**config.mk**
```make
export PLATFORM = sky130hd
export DESIGN_NAME = exception_entry_sequencer
export DESIGN_NICKNAME = d
export VERILOG_FILES = /design/src/rtl/exception_entry_sequencer.sv
export SDC_FILE = /design/constraint.sdc
export NUM_CORES = 1
export LEC_CHECK = 0
export ABC_AREA = 1
export CAP_MARGIN = 15
export CELL_PAD_IN_SITES_DETAIL_PLACEMENT = 0
export CELL_PAD_IN_SITES_GLOBAL_PLACEMENT = 1
export CORE_MARGIN = 2
export CORE_UTILIZATION = 37
export CTS_CLUSTER_DIAMETER = 120
export DETAILED_ROUTE_END_ITERATION = 10
export PLACE_DENSITY = 0.95
export SYNTH_ARGS = -nofsm -noshare
export SYNTH_HDL_FRONTEND = slang
export SYNTH_SLANG_ARGS = --single-unit
```
**constraint.sdc**
```tcl
create_clock -name clk -period 15.27 [get_ports clk]
set_input_delay 3.054 -clock clk [delete_from_list [all_inputs] [get_ports clk]]
set_output_delay 3.054 -clock clk [all_outputs]
set_load 0.05 [all_outputs]
```
**src/rtl/exception_entry_sequencer.sv**
```systemverilog
// Exception/interrupt entry sequencer: records cause, EPC and bad address, then flushes,
// saves, reads the vector table and redirects the PC. Also executes ERET.
module exception_entry_sequencer #(
  parameter logic [31:0] VEC_BASE = 32'h0000_0100
) (
  input  logic        clk,
  input  logic        reset,
  input  logic        enable,
  input  logic [2:0]  trigger,
  input  logic [31:0] pc_in,
  input  logic [31:0] addr_in,
  input  logic [4:0]  sys_num,
  input  logic        irq,
  input  logic [3:0]  irq_id,
  input  logic        eret,
  output logic        mem_req,
  output logic [31:0] mem_addr,
  input  logic        mem_ack,
  input  logic [31:0] mem_rdata,
  output logic        busy,
  output logic        flush,
  output logic        pc_load,
  output logic [31:0] pc_next,
  output logic [31:0] epc,
  output logic [2:0]  ecause,
  output logic [31:0] ebadaddr,
  output logic        ie,
  output logic        halted
);

  typedef enum logic [2:0] {StIdle, StSave, StVector, StRedirect, StHalt} state_e;

  localparam logic [2:0] CauseInsta = 3'd1;
  localparam logic [2:0] CauseDataa = 3'd2;
  localparam logic [2:0] CauseSys   = 3'd4;
  localparam logic [2:0] CauseUnk   = 3'd5;
  localparam logic [2:0] CauseIrq   = 3'd6;

  state_e      state_q;
  logic [2:0]  cause_q;
  logic [31:0] pc_lat_q;
  logic [31:0] addr_lat_q;
  logic [5:0]  index_q;
  logic [31:0] epc_q;
  logic [2:0]  ecause_q;
  logic [31:0] ebadaddr_q;
  logic [31:0] pc_next_q;
  logic        ie_q;
  logic        eie_q;
  logic        flush_q;
  logic        eret_load_q;

  // Reserved codes 6-7 behave exactly like "no trigger".
  logic trig_valid;
  assign trig_valid = (trigger >= CauseInsta) && (trigger <= CauseUnk);

  logic unused_rdata;
  assign unused_rdata = ^mem_rdata[1:0];

  always_ff @(posedge clk or posedge reset) begin
    if (reset) begin
      state_q     <= StIdle;
      cause_q     <= 3'd0;
      pc_lat_q    <= 32'd0;
      addr_lat_q  <= 32'd0;
      index_q     <= 6'd0;
      epc_q       <= 32'd0;
      ecause_q    <= 3'd0;
      ebadaddr_q  <= 32'd0;
      pc_next_q   <= 32'd0;
      ie_q        <= 1'b1;
      eie_q       <= 1'b0;
      flush_q     <= 1'b0;
      eret_load_q <= 1'b0;
    end else begin
      flush_q     <= 1'b0;
      eret_load_q <= 1'b0;
      unique case (state_q)
        StIdle: begin
          if (enable) begin
            if (trig_valid) begin
              cause_q    <= trigger;
              pc_lat_q   <= pc_in;
              addr_lat_q <= (trigger == CauseInsta || trigger == CauseDataa) ? addr_in : 32'd0;
              index_q    <= (trigger == CauseSys) ? 6'd32 + {1'b0, sys_num} : {3'd0, trigger};
              flush_q    <= 1'b1;
              state_q    <= StSave;
            end else if (irq && ie_q) begin
              cause_q    <= CauseIrq;
              pc_lat_q   <= pc_in;
              addr_lat_q <= 32'd0;
              index_q    <= 6'd16 + {2'd0, irq_id};
              flush_q    <= 1'b1;
              state_q    <= StSave;
            end else if (eret) begin
              pc_next_q   <= epc_q;
              ie_q        <= eie_q;
              eret_load_q <= 1'b1;
            end
          end
        end
        StSave: begin
          // First fault's context is committed even if a second fault arrives now.
          epc_q      <= pc_lat_q;
          ecause_q   <= cause_q;
          ebadaddr_q <= addr_lat_q;
          eie_q      <= ie_q;
          ie_q       <= 1'b0;
          state_q    <= trig_valid ? StHalt : StVector;
        end
        StVector: begin
          if (trig_valid) begin
            state_q <= StHalt;
          end else if (mem_ack) begin
            pc_next_q <= {mem_rdata[31:2], 2'b00};
            state_q   <= StRedirect;
          end
        end
        StRedirect: state_q <= StIdle;
        StHalt:     state_q <= StHalt;
        default:    state_q <= StIdle;
      endcase
    end
  end

  assign mem_req  = (state_q == StVector);
  assign mem_addr = mem_req ? VEC_BASE + {24'd0, index_q, 2'b00} : 32'd0;
  assign busy     = (state_q != StIdle);
  assign flush    = flush_q;
  assign pc_load  = (state_q == StRedirect) || eret_load_q;
  assign pc_next  = pc_next_q;
  assign epc      = epc_q;
  assign ecause   = ecause_q;
  assign ebadaddr = ebadaddr_q;
  assign ie       = ie_q;
  assign halted   = (state_q == StHalt);

endmodule

```
==> run metrics <==
Nets=about 1100; Cell Area, Placed=about 10000 um2; vias per cell=between 4 and 5; largest net degree at the start of global routing=110; final design area excluding fillers=10600 um2; Die X=between 100 and 150 um; vias in the first global route=5800; Hold Crit Class=reg -> reg; Top Ports=251; n_diodes=0; most frequent cells in the layout=367 x nand2_1, 223 x clkdlybuf4s50_1, 178 x dfrtp_1; Chip Height=148 um; largest family of logic cells by synthesized area=simple AND/OR/NAND/NOR gates; Initial Util=0.378; Pleak=0.00534 uW; CTS Buf Count=17; FF-to-FF End=pc_next[16]$_DFFE_PP0P_; Final Hold Fails=0; Synth Instances=around 810; clk sinks=~180; Row Count=52; Detail Route Antenna Nets=0; GPL Wtd Cong=0.759; minimum clock period=approximately 6.6 ns; PortBufs=223; post-CTS sizing=0; commonest non-fill, non-tap cell in the layout=nand2_1; total iterations of the first detailed-routing run=4; #FFs+latches synth=179; ys flop type=dfrtp_1; Fmax=0.151 GHz; met3 Use GR=0.0599; xor/xnor cell area share of the yosys netlist=0; Fin Setup TNS=0 ns; worst setup path endpoint=mem_addr[8]; GR Util met2=0.287; # setup viols final=0; slew margin rel.=0.265; pins over their slew limit=0; overall power=994 uW; Seq/Total Area, Yosys=0.584; worst-case clock skew=0.00737 ns; layout cells sized above 1=0.0924; Post-CTS Setup Bufs=0; CTS Buffer Depth=2; Total Routing Usage GR=0.178; worst-case reg-to-reg path depth=9; Critical R2R Launch=state_q[2]$_DFFE_PP0P_; final period utilization=0.433; Worst EP required=between 10 and 15 ns; H-tree depth=4; DRT iter0 DRCs=around 240; run status=complete, no violations; core area=a little over 20000 um2; critical path arrival=between 3 and 4 ns; grt peak-use layer=met2; Finished Layout Cells=1298; CP Max Fanout=~40; Synth Area in Simple Gates=0.218; placed instance count=1265; VDD IR-drop max=approximately 0.073 mV; hold-fix buffer count after cts=0; first-pass GRT wire length=between 30 and 40 mm; max cap viols=0; Post-Synth Adder-Cell Area=0; R2R Setup Slk=11.67 ns; pwr/cell area=between 90 and 100 nW/um2; P&R area growth vs syn=38.1%; Congestion Overflow GR=0; Worst Setup End Kind=output port; clk_lat worst skew=about 0.42 ns; EDFF count, synth=0; detailed-route DRC error count=0; CP Class=reg -> out; Routed wire per std cell=around 15 um; routed via count=5888; clk root buf=clkbuf_16; Async SR Flop Fraction=1.00; Synth Area in Compound Gates=0.0302; met1 usage=0.227; Worst Tran Pin Value=between 1 and 1.5 ns; Die Area=21900 um2; Mapped Area=between 7000 and 8000 um2; antenna violations before repair=0; count of unique library cells instantiated by Yosys=24; routed wire length=19.0 mm; post-synthesis mux area share=0.0984; startpoint types=register; Clk pin slew, worst setup/hold paths=approximately 0.07 ns; Detailed Place HPWL=around 12 mm; CP startpoint=state_q[2]$_DFFE_PP0P_; synthesized area per cell=around 9.4 um2; RSZ-0062 raised after global routing=no; number of warnings issued by yosys=0; CTS tree=built; post-layout util=0.522
cell usage after synthesis (2+ instances only):
cell type    n  share of area
nand2_1    368           0.18
dfrtp_1    178           0.58
mux2_2      41          0.060
nand3_1     40          0.026
buf_2       33          0.022
buf_4       31          0.030
o21ai_0     28          0.018
mux2_1      26          0.038
inv_1       18         0.0088
nor2_1      15         0.0073
o21ai_1     10         0.0065
inv_2        6         0.0029
a21oi_1      3         0.0020
buf_6        3         0.0044
clkbuf_1     2        0.00098
nor2_2       2         0.0016
logic make-up after synthesis:
| family | count (synthesis) |
|---|---|
| AOI/OAI and AO/OA | 44 |
| muxes | 67 |
| buffers and inverters | 93 |
| DFF | 179 |
| and+or+nand+nor | 428 |
| other | 1 |
report_power, final:
group	switching [uW]	internal [uW]	total, uW
Combinational	41.2	31.3	72.5
Clock	206	240	446
Sequential	0.908	475	476
cell type report:
| type | instances | area (um2) |
|---|---|---|
| Fill cell | 1864 | 9710 |
| Tap cell | 270 | 338 |
| Timing Repair Buffer | 229 | 2300 |
| Sequential cell | 179 | 4480 |
| Clock buffer | 19 | 443 |
| Multi-Input combinational cell | 564 | 2770 |
| Clock inverter | 13 | 163 |
| Inverter | 24 | 97.6 |
critical path, cell delays in order (launching register included):
cell and delay (ns):
dfrtp_1 0.39, inv_2 0.12, nand3_2 0.76, inv_2 0.89, clkdlybuf4s50_1 0.93
per-layer routing:
layer | wire length (um) | share of wire | up-vias
met4 | 325 | 0.017 | 0
li1 | - | - | 2927
met1 | 8380 | 0.44 | 2773
met3 | 1330 | 0.070 | 18
met5 | 0 | 0 | -
met2 | 8930 | 0.47 | 170
registers in the layout (all words and copies together) (netlist names), 3 cells and up:
name,flops
addr_lat_q,32
ecause,3
state_q,3
index_q,6
pc_lat_q,32
ebadaddr,32
epc,32
pc_next,32
cause_q,3
stage by stage:
step / hold WS [ns] / setup slack [ns]
after floorplan: 0.437 / 7.36
after global placement: 0.453 / 9.07
after detailed placement: 0.458 / 9.02
after CTS: 0.475 / 8.60
after global routing: 0.485 / 8.38
final: 0.469 / 8.66
worst min path at each step:
stage / startpoint / endpoint / slack, ns / depth (start not counted)
after CTS: pc_next[5]$_DFFE_PP0P_ / pc_next[5]$_DFFE_PP0P_ / 0.48 / 2
after global routing: pc_next[3]$_DFFE_PP0P_ / pc_next[3]$_DFFE_PP0P_ / 0.48 / 2
after global placement: pc_next[20]$_DFFE_PP0P_ / pc_next[20]$_DFFE_PP0P_ / 0.45 / 2
final: pc_lat_q[20]$_DFFE_PP0P_ / pc_lat_q[20]$_DFFE_PP0P_ / 0.47 / 2
after detailed placement: pc_next[5]$_DFFE_PP0P_ / pc_next[5]$_DFFE_PP0P_ / 0.46 / 2
after floorplan: eie_q$_DFFE_PP0N_ / eie_q$_DFFE_PP0N_ / 0.44 / 2
Note: power is estimated with default switching activity, not from simulation.
